===== src/rtl/a2d_intf.sv =====
// SPI master for the 8-ch 12-bit A2D: round-robin lft/rght/batt, one channel per nxt in IDLE.
// Latency nxt->cnv_cmplt is 1 + 34*SCLK_DIV + SCLK_DIV/2 + 1 clks; nxt outside IDLE is dropped.
module a2d_intf #(
  parameter int         SCLK_DIV = 32,
  parameter logic [2:0] LFT_CH   = 3'd0,
  parameter logic [2:0] RGHT_CH  = 3'd4,
  parameter logic [2:0] BATT_CH  = 3'd5
) (
  input  logic        clk,
  input  logic        rst,
  input  logic        nxt,
  input  logic        MISO,
  output logic        SS_n,
  output logic        SCLK,
  output logic        MOSI,
  output logic [11:0] lft_ld,
  output logic [11:0] rght_ld,
  output logic [11:0] batt,
  output logic        cnv_cmplt
);

  localparam int            HALF     = SCLK_DIV / 2;
  localparam int            DW       = $clog2(SCLK_DIV);
  localparam logic [DW-1:0] DIV_LAST = DW'(SCLK_DIV - 1);
  localparam logic [DW-1:0] DIV_HALF = DW'(HALF);
  localparam logic [DW-1:0] GAP_LAST = DW'(HALF - 1);
  localparam logic [4:0]    BIT_END  = 5'd16;

  typedef enum logic [2:0] {IDLE, CMD, GAP, READ, DONE} state_t;

  state_t        state, state_nx;
  logic [DW-1:0] div_cnt, div_nx;
  logic [4:0]    bit_cnt, bit_nx;
  logic          txn_nx, sclk_nx, fall_nx, capture;
  logic [1:0]    ptr;
  logic [2:0]    ch;
  logic [15:0]   cmd_word;
  logic [11:0]   shreg;

  always_comb begin
    case (ptr)
      2'd1:    ch = RGHT_CH;
      2'd2:    ch = BATT_CH;
      default: ch = LFT_CH;
    endcase
  end

  assign cmd_word = {2'b00, ch, 11'h000};

  always_ff @(posedge clk) begin
    if (rst) begin
      state   <= IDLE;
      div_cnt <= '0;
      bit_cnt <= '0;
    end else begin
      state   <= state_nx;
      div_cnt <= div_nx;
      bit_cnt <= bit_nx;
    end
  end

  // Within a transaction div_cnt wraps mod SCLK_DIV and bit_cnt counts whole SCLK
  // periods; bit 16 is the back porch, so the window is exactly 17*SCLK_DIV clks.
  always_comb begin
    state_nx = state;
    div_nx   = div_cnt;
    bit_nx   = bit_cnt;
    case (state)
      IDLE: begin
        div_nx = '0;
        bit_nx = '0;
        if (nxt) state_nx = CMD;
      end
      CMD, READ: begin
        if (div_cnt == DIV_LAST) begin
          div_nx = '0;
          if (bit_cnt == BIT_END) begin
            bit_nx   = '0;
            state_nx = (state == CMD) ? GAP : DONE;
          end else begin
            bit_nx = bit_cnt + 5'd1;
          end
        end else begin
          div_nx = div_cnt + DW'(1);
        end
      end
      GAP: begin
        if (div_cnt == GAP_LAST) begin
          div_nx   = '0;
          state_nx = READ;
        end else begin
          div_nx = div_cnt + DW'(1);
        end
      end
      DONE:    state_nx = IDLE;
      default: state_nx = IDLE;
    endcase

    txn_nx  = (state_nx == CMD) || (state_nx == READ);
    sclk_nx = !(txn_nx && (div_nx >= DIV_HALF) && (bit_nx != BIT_END));
    fall_nx = txn_nx && (div_nx == DIV_HALF) && (bit_nx != BIT_END);
  end

  // First clk with SCLK high after a falling edge.
  assign capture = ((state == CMD) || (state == READ)) && (div_cnt == '0) && (bit_cnt != 5'd0);

  always_ff @(posedge clk) begin
    if (rst) begin
      SS_n      <= 1'b1;
      SCLK      <= 1'b1;
      MOSI      <= 1'b0;
      shreg     <= '0;
      ptr       <= 2'd0;
      lft_ld    <= '0;
      rght_ld   <= '0;
      batt      <= '0;
      cnv_cmplt <= 1'b0;
    end else begin
      SS_n      <= !txn_nx;
      SCLK      <= sclk_nx;
      cnv_cmplt <= (state == DONE);
      if (!txn_nx)
        MOSI <= 1'b0;
      else if (fall_nx)
        MOSI <= cmd_word[4'd15 - bit_nx[3:0]];
      // Only the low 12 bits are kept; the upper nibble shifts straight out.
      if (capture)
        shreg <= {shreg[10:0], MISO};
      if (state == DONE) begin
        case (ptr)
          2'd1:    rght_ld <= shreg;
          2'd2:    batt    <= shreg;
          default: lft_ld  <= shreg;
        endcase
        ptr <= (ptr == 2'd2) ? 2'd0 : ptr + 2'd1;
      end
    end
  end

endmodule


===== config.mk =====
export PLATFORM = sky130hd
export DESIGN_NAME = a2d_intf
export DESIGN_NICKNAME = d
export VERILOG_FILES = /design/src/rtl/a2d_intf.sv
export SDC_FILE = /design/constraint.sdc
export NUM_CORES = 1
export LEC_CHECK = 0
export CORE_MARGIN = 5
export CORE_UTILIZATION = 51
export DETAILED_ROUTE_END_ITERATION = 10
export PLACE_DENSITY_LB_ADDON = 0.1
export SLEW_MARGIN = 30
export SYNTH_ARGS = -nofsm -noshare
export SYNTH_HDL_FRONTEND = slang
export SYNTH_SLANG_ARGS = --single-unit

===== constraint.sdc =====
create_clock -name clk -period 4.4 [get_ports clk]
set_input_delay 0.44 -clock clk [delete_from_list [all_inputs] [get_ports clk]]
set_output_delay 0.44 -clock clk [all_outputs]
set_load 0.01 [all_outputs]

# After elaboration in Yosys (flattened, before gate mapping)
# Index checks and enable logic that the tools add are counted.
[classes] magnitude_cmp=2 n_mux=16 addsub=4 reduce_logical=19 eq_ne=13 n_bitwise=2
[ops] cell="two-way mux 5 bit" n=4
[ops] cell="equality test 5 bit (second input constant)" n=3
[ops] cell="two-way mux 3 bit" n=5
[ops] cell="case mux 5 bit (3 select lines)" n=1
[ops] cell="adder 5 x 1 -> 5 bit (second input constant)" n=2
[ops] cell="case mux 5 bit (2 select lines)" n=1
[ops] cell="equality test 3 x 2 -> 1 bit (second input constant)" n=3
[ops] cell="case mux 3 bit (3 select lines)" n=1
[ops] cell="equality test 3 x 1 -> 1 bit (second input constant)" n=2
[ops] cell="logical AND 1 bit" n=6
[ops] cell="case mux 3 bit (2 select lines)" n=1
[ops] cell="AND reduction 2 bit" n=3
[ops] cell="OR reduction 2 bit" n=3
[ops] cell="equality test 5 x 4 -> 1 bit (second input constant)" n=1
[ops] cell=">= comparator 5 bit (second input constant)" n=1
[ops] cell="logical NOT 5 bit" n=1
[ops] cell="< comparator 4 x 5 -> 1 bit (second input constant)" n=1
[ops] cell="inequality test 5 bit (second input constant)" n=1
[ops] cell="nonzero test 5 bit" n=1
[ops] cell="binary-select mux 1 bit (select 4 bit)" n=1
[ops] cell="subtractor 4 bit (first input constant)" n=1
[ops] cell="equality test 3 bit (second input constant)" n=1
[ops] cell="logical NOT 3 bit" n=1
[ops] cell="adder 2 x 1 -> 2 bit (second input constant)" n=1
[ops] cell="7 further kinds" n=10
[word_totals] output_inout_bits=40 input_bits=4 word_cells=68 reg_bits=67

# Logic depth before layout (Yosys ltp)
# Gate-level depths: netlist of run 1.
[logic_depth] depth_word=10 mapped_depth=10 depth_no_buf=9

# Worst setup path before layout of run 1
# No wires, ideal clock.
[synth_path] kind="register to register" from="register div_cnt[1]" to="register MOSI" path_buffers=1 setup_time_ps=72 t_required_ps=4328 synth_period_minus_slack_ps=2471 setup_slack_ps=1929 t_arrival_ps=2400 stages_incl_launch_ff=11 path_cell_list="dfxtp_1 -> ha_1 -> and3_1 -> ha_1 -> buf_2 -> inv_2 -> a211o_1 -> a32o_1 -> or4b_4 -> nand3_2 -> mux2i_1"
[synth_via] elab_chain_len=7 elab_cells_between_ends=23 classes_between="add/sub: 2; eq/ne: 6; mux: 10; bitwise: 1; reduce/logical: 4"
[synth_lines] element="start: declaration" line="32" rtl="logic [DW-1:0] div_cnt, div_nx;"
[synth_lines] element="start signal: assignment" line="57" rtl="div_cnt <= div_nx;"
[synth_lines] element="branches (longest 7 deep; another with subtractor 4 bit)"
[synth_lines] element="end signal: assignment" line="125" rtl="MOSI <= cmd_word[4'd15 - bit_nx[3:0]];"
[synth_lines] element="end: declaration" line="15" rtl="output logic MOSI,"
# Several ways; the timed one is not identified. The select of a mux whose other input is x is not followed.
# A chain may end at the register's enable or synchronous reset.

# Worst setup path in the final report of run 1
# Ends and elaborated chain as after synthesis.

==> impl_results.md, run 1 <==
* Run status: completed
* Sort of element at the start of the critical path: flip-flop
* Endpoint type of the worst setup path: flip-flop
* Root buf cell: clkbuf_8
* Finished Core Util at 64.4%
* Mapped Cells at 341
* Post-route DRC violation count at 0
* Number of synthesized register bits at 67
* First-pass GRT wire length at 11.2 mm
* Total CTS buffers at 9
* Area after DPL at 0.00331 sq mm
* Commonest cells in the netlist: nand2_1 (85), dfxtp_1 (67), a21oi_1 (41)
* Via Count at 2367
* Hold Crit Endpoint: batt[3]$_SDFFE_PP0P_
* Mean number of vias per cell at 5.21
* Post-Syn Nets at 356
* Static Leak at 1.33 nW
* Area of the core at 0.00547 sq mm
* Antenna violations before repair at 0
* Final HPWL DP at 4.37 mm
* Data required time at the worst endpoint at 4.66 ns
* Crit path top cell by count: ha_1
* Post-cts gate resize count at 0
* Maximum number of pins on one net before global-route repair at 63
* Mean area per synthesized cell at 8.41 sq um
* Mapped cell area at 0.00287 sq mm
* Post-layout instance count excluding filler cells at 454
* Setup-violating endpoint count in the final report at 0
* Headroom to the max-slew limit at 47.0%
* Post-synth EDFFs at 0
* Hold Buf Count CTS at 0
* Hold Crit Class: reg -> reg
* Dominant cell type by area after synthesis: dfxtp_1
* Post-DRT Antenna Nets at 0
* Die extent in y at 85.0 um
* Crit Path Max Fanout at 8
* Hold Path Depth at 2
* Synth top area cells: dfxtp_1 (47%), nand2_1 (11%), a21oi_1 (7.2%)
* I/O pin cnt at 44
* Number of distinct library cell variants in the gate-level netlist after synthesis at 50
* Post-layout minimum cycle time at 2.71 ns
* Buffers inserted by post-CTS timing repair at 0
* Critical Path, Cell by Cell: ha_1 -> and3_1 -> ha_1 -> inv_2 -> a211o_1 -> a32o_1 -> or4b_4 -> nand3_2 -> mux2i_1
* Die area at 0.00722 sq mm
* Aggregate routed wire length at 6.45 mm
* Endpoint arrival time on the critical path at 2.97 ns
* Class of the most critical setup path: reg -> reg
* Post-layout nets at 392
* Cell at the slowest stage of the critical path: or4b_4
* Top_reg_cell synth: dfxtp_1
* Number of buffers added on ports at 43
* Share of final-layout standard cells stronger than drive strength 1 at 6.54%
* Total congestion overflow after global routing at 0
* Chip width at 85.0 um
* Reg-to-Reg Start: div_cnt[1]$_SDFF_PP0_
* Reg-to-Reg End: MOSI$_SDFFE_PP0P_
* Count of maximum capacitance violations at 0
* Most common cell in the netlist: nand2_1
* Highest clock frequency the design can meet at 0.369 GHz
* RSZ-0062 raised after global routing: no
* Clock latency reported for the late side of the worst-skew pair at 0.33 ns
* Power per Cell Area at 339 mW/mm^2
* Clock slew seen by the registers of the worst setup and hold paths at 0.07 ns
* Tcrit/Tclk final at 61.6%
* Setup clock skew after layout at 0.00960 ns
* Instance count after placement with tap cells included at 438
* Actual slew at the worst max-slew pin at 0.793 ns
* N_diodes at 0
* Total iterations of the first detailed-routing run at 4
* # clock sinks at 67
* Number of pins exceeding their max-slew limit in the final report at 0
* Final design area excluding fillers at 0.00353 sq mm
* CTS tree: done
* Vias in the first global route at 2443
* Starting DRT DRC Count at 126
* Number of hold-slack violations in the final timing report at 0
* Start point of the worst min-delay path: batt[3]$_SDFFE_PP0P_
* Number of buffers between clock root and the deepest sink at 2
* Count of cells along the worst register-to-register path at 9
* Warning count from the yosys run at 0
* Share of the yosys chip area belonging to registers at 46.8%
* Share of synthesized registers carrying an async set or reset at 0%
* Final setup TNS at 0 ns
* Cell row count at 27
* Weighted congestion at the end of routability-driven global placement at 0.820
* Highest ir drop seen on vdd at 0.344 mV
* Fraction of post-synthesis cell area in the top cell type by area at 46.8%
* Area growth syn-to-layout at 22.9%
* H-tree Lvls at 3
* Flop2flop setup slack at 1.69 ns
* Per-cell routed wire length at 14.2 um
* Starting Density at 52.4%
* Overall track demand over capacity in global routing at 19.0%
* Crit-path max cell delay at 0.50 ns
==> worst max-delay path by stage <==
stage                                     start           endpoint
after floorplan           div_cnt[1]$_SDFF_PP0_  MOSI$_SDFFE_PP0P_
after global placement    div_cnt[1]$_SDFF_PP0_  MOSI$_SDFFE_PP0P_
after detailed placement  div_cnt[1]$_SDFF_PP0_  MOSI$_SDFFE_PP0P_
after CTS                 div_cnt[1]$_SDFF_PP0_  MOSI$_SDFFE_PP0P_
after global routing      div_cnt[1]$_SDFF_PP0_  MOSI$_SDFFE_PP0P_
final                     div_cnt[1]$_SDFF_PP0_  MOSI$_SDFFE_PP0P_
==> state kept, by name, indices dropped and copies added (netlist names) <==
signal,count
shreg,12
SCLK,1
lft_ld,12
bit_cnt,5
SS_n,1
rght_ld,12
cnv_cmplt,1
div_cnt,5
ptr,2
state,3
MOSI,1
batt,12
==> cell usage in the layout, fill, tap and decap left out, drive strengths merged, types with 8 or more instances in the layout <==
master / instances
inv: 14
mux2i: 13
dfxtp: 67
nor2: 25
nand3: 8
clkdlybuf4s50: 42
clkbuf: 10
ha: 11
nand2: 85
nor2b: 9
a21oi: 41
==> layer usage <==
layer / part of all wire [%] / track usage (%) / vias up
li1: - / - / 1208
met1: 44 / 23.1 / 1092
met2: 51 / 32.3 / 59
met3: 3.8 / 3.40 / 8
met4: 1.3 / 8.78 / 0
met5: 0 / 0 / -
==> cells by family (layout without fill, tap and decap cells) <==
| group | after synthesis | in the layout | synth area share (%) |
|---|---|---|---|
| AOI/OAI and AO/OA | 64 | 64 | 14.0 |
| xor gates and xnor gates | 5 | 5 | 1.53 |
| adders and majority gates | 11 | 11 | 4.80 |
| buffers and inverters | 34 | 75 | 4.97 |
| DFF | 67 | 67 | 46.8 |
| muxes | 13 | 13 | 4.54 |
| and+or+nand+nor | 147 | 147 | 23.4 |
==> report_power, final <==
part	switching, mW	internal [mW]
Combinational	0.0183	0.0109
Sequential	0.00353	0.608
Clock	0.234	0.320
==> worst max-delay path: cells and delay by family (launching register included) <==
kind / cells / cell delay, ns
fa+ha+maj: 2 / 0.59
flops: 1 / 0.43
compound gates: 2 / 0.55
buf+inv: 1 / 0.08
mux: 1 / 0.16
simple gates: 3 / 0.84
==> layout make-up <==
type / instances / area [sq um]
clock buffers: 10 / 128
repair buffers: 45 / 440
fillers: 485 / 1950
clock inverters: 6 / 90.1
multi-input cells: 240 / 1380
inverters: 14 / 52.6
flip-flops and latches: 67 / 1340
well taps: 72 / 90.1
==> metrics by stage <==
step           total power, mW  hold slack, ns  worst slack, ns
2_1_floorplan            0.647           0.453             1.93
3_3_place_gp             0.655           0.442             1.80
3_5_place_dp             0.655           0.446             1.72
4_1_cts                   1.20           0.457             1.71
5_1_grt                   1.23           0.479             1.51
6_report                  1.20           0.453             1.69
(Power assumes the default switching activity.)
==> run 2: changes to the inputs <==
==> constraint.sdc (replaced) <==
create_clock -name clk -period 2.5 [get_ports clk]
set_input_delay 0.25 -clock clk [delete_from_list [all_inputs] [get_ports clk]]
set_output_delay 0.25 -clock clk [all_outputs]
set_load 0.01 [all_outputs]
==> run 2 against run 1 <==
  * Fmax is 15% higher
  * Total power is 68% higher
  * Cell count is 2.0% higher
  * Core utilization is 1.2 points higher
  * Sequential cell count stayed put
  * Design area is 1.8% higher
  * Clock skew is 0.0026 ns lower
  * Clock power is 58% higher
  * Count of clock-buffer cells in the layout is 1 higher
  * Non-clock buffer count is 9 higher
==> impl_results.md, run 2 (same netlist as run 1, synthesis figures left out) <==
* Finished Core Util at 65.6% (was 64.4%)
* Overall track demand over capacity in global routing at 19.1% (was 19.0%)
* Aggregate routed wire length at 6.46 mm (was 6.45 mm)
* Post-layout minimum cycle time at 2.35 ns (was 2.71 ns)
* Number of buffers added on ports at 43 (unchanged)
* H-tree Lvls at 3 (unchanged)
* Endpoint arrival time on the critical path at 2.62 ns (was 2.97 ns)
* Reg-to-Reg End: MOSI$_SDFFE_PP0P_ (unchanged)
* Run status: completed (unchanged)
* First-pass GRT wire length at 11.1 mm (was 11.2 mm)
* Total congestion overflow after global routing at 0 (unchanged)
* Clock slew seen by the registers of the worst setup and hold paths at 0.07 ns (about the same)
* Number of pins exceeding their max-slew limit in the final report at 0 (unchanged)
* Number of buffers between clock root and the deepest sink at 2 (unchanged)
* Clock latency reported for the late side of the worst-skew pair at 0.34 ns (was 0.33 ns)
* Cell row count at 27 (unchanged)
* Headroom to the max-slew limit at 66.5% (was 47.0%)
* Setup-violating endpoint count in the final report at 0 (unchanged)
* Area of the core at 0.00547 sq mm (unchanged)
* Share of final-layout standard cells stronger than drive strength 1 at 9.46% (was 6.54%)
* Tcrit/Tclk final at 94.2% (was 61.6%)
* Sort of element at the start of the critical path: flip-flop (unchanged)
* Maximum number of pins on one net before global-route repair at 52 (was 63)
* Origin of the worst setup path: div_cnt[0]$_SDFF_PP0_ (was div_cnt[1]$_SDFF_PP0_)
* Leading cell type in the layout, fill and taps excluded: nand2_1 (unchanged)
* Total CTS buffers at 9 (unchanged)
* Antenna violations before repair at 0 (unchanged)
* Power per Cell Area at 559 mW/mm^2 (was 339 mW/mm^2)
* Crit Path Max Fanout at 5 (was 8)
* Post-layout nets at 401 (was 392)
* Final setup TNS at 0 ns (unchanged)
* Highest-count cells in the layout ignoring fill and taps: nand2_1 (85), dfxtp_1 (67), clkdlybuf4s50_1 (42) (unchanged)
* Per-cell routed wire length at 14.0 um (was 14.2 um)
* Highest clock frequency the design can meet at 0.425 GHz (was 0.369 GHz)
* Worst slack on hold paths at 0.262 ns (was 0.453 ns)
* Data required time at the worst endpoint at 2.77 ns (was 4.66 ns)
* Final HPWL DP at 4.43 mm (was 4.37 mm)
* Die area at 0.00722 sq mm (unchanged)
* Count of maximum capacitance violations at 0 (unchanged)
* Class of the most critical setup path: reg -> reg (unchanged)
* Actual slew at the worst max-slew pin at 0.502 ns (was 0.793 ns)
* Hold Crit Class: in -> reg (was reg -> reg)
* Buffers inserted by post-CTS timing repair at 0 (unchanged)
* RSZ-0062 raised after global routing: no (unchanged)
* Post-route DRC violation count at 0 (unchanged)
* Mean number of vias per cell at 5.21 (about the same)
* Worst setup timing slack at the placement stage at 0.0677 ns (was 1.72 ns)
* End of the critical path: MOSI$_SDFFE_PP0P_ (unchanged)
* Setup clock skew after layout at 0.00704 ns (was 0.00960 ns)
* CTS tree: done (unchanged)
* Reg-to-Reg Start: div_cnt[0]$_SDFF_PP0_ (was div_cnt[1]$_SDFF_PP0_)
* # clock sinks at 67 (unchanged)
* PnR Total Power at 2.01 mW (was 1.20 mW)
* N_diodes at 0 (unchanged)
* Root buf cell: clkbuf_8 (unchanged)
* I/O pin cnt at 44 (unchanged)
* Critical Path, Cell by Cell: ha_1 -> and3_2 -> ha_4 -> inv_2 -> a211o_1 -> a32o_1 -> or4b_4 -> nand3_2 -> mux2i_1 (was ha_1 -> and3_1 -> ha_1 -> inv_2 -> a211o_1 -> a32o_1 -> or4b_4 -> nand3_2 -> mux2i_1)
* Via Count at 2410 (was 2367)
* Weighted congestion at the end of routability-driven global placement at 0.888 (was 0.820)
* Total iterations of the first detailed-routing run at 4 (unchanged)
* Chip width at 85.0 um (unchanged)
* Count of cells along the worst register-to-register path at 9 (unchanged)
* Starting DRT DRC Count at 95 (was 126)
* Crit-path max cell delay at 0.50 ns (about the same)
* Number of hold-slack violations in the final timing report at 0 (unchanged)
* Cell at the slowest stage of the critical path: or4b_4 (unchanged)
* Die extent in y at 85.0 um (unchanged)
* Post-DRT Antenna Nets at 0 (unchanged)
* Flop2flop setup slack at 0.15 ns (was 1.69 ns)
* Vias in the first global route at 2374 (was 2443)
* Area growth syn-to-layout at 25.2% (was 22.9%)
* Starting Density at 52.4% (unchanged)
* Highest ir drop seen on vdd at 0.380 mV (was 0.344 mV)
* Endpoint type of the worst setup path: flip-flop (unchanged)
* Static Leak at 1.37 nW (was 1.33 nW)
* Final critical-path setup slack at 0.146 ns (was 1.69 ns)
[run 2: changes by cell type in the layout (fill, tap and decap cells not counted), sizes merged]
cell    delta
bufinv     -1
clkbuf     +1
buf        +9
[run 2: repair_timing]
action,4_1_cts,5_1_grt
hold buffers,0,0
setup endpoints to repair,0,1
endpoints found under the hold margin,0,0
resized for setup,0,4
[run 2: layout make-up]
type / instances / area [sq um]
fill: 488 / 1880
tap: 72 / 90.1
multi-input combinational: 240 / 1410
inverter: 14 / 52.6
sequential: 67 / 1340
clock buffer: 11 / 141
timing repair buffer: 54 / 508
clock inverter: 5 / 52.6
[run 2: metrics by stage]
stage / area, sq um / cells
final: 3590 / 463
after detailed placement: 3380 / 447
after CTS: 3570 / 463
after global placement: 3380 / 447
after global routing: 3590 / 463
after floorplan: 2870 / 341
[run 2: worst min-delay path by stage]
stage                      startpoint                      to  slack (ns)  cells after the start
2_1_floorplan                    MISO   shreg[0]$_SDFFE_PP0P_        0.39                      2
3_3_place_gp   lft_ld[3]$_SDFFE_PP0P_  lft_ld[3]$_SDFFE_PP0P_        0.44                      2
3_5_place_dp     batt[2]$_SDFFE_PP0P_    batt[2]$_SDFFE_PP0P_        0.45                      2
4_1_cts                           rst   div_cnt[1]$_SDFF_PP0_        0.26                      2
5_1_grt                           rst   bit_cnt[2]$_SDFF_PP0_        0.28                      2
6_report                          rst   div_cnt[1]$_SDFF_PP0_        0.26                      2
[run 2: power breakdown]
group	leakage [nW]	internal [mW]	total (mW)	switching (mW)
registers	0.540	1.07	1.08	0.00533
logic	0.734	0.0219	0.0576	0.0356
clock network	0.0991	0.483	0.875	0.393
total	1.37	1.57	2.01	0.433
[run 2: layer usage]
metal  track usage (%)  vias up  routed length, um
met2              31.9       55               3130
met3              5.73       13                262
met1              23.3     1114               2950
met4              6.47        0                112
met5                 0        -                  0
li1                  -     1228                  -
[run 2: worst max-delay path, delay by kind of cell (launching register included)]
family | cells | cell delay [ns]
adders and majority gates | 2 | 0.37
DFF | 1 | 0.35
AOI/OAI and AO/OA | 2 | 0.53
buffers and inverters | 1 | 0.05
and+or+nand+nor | 3 | 0.83
muxes | 1 | 0.16
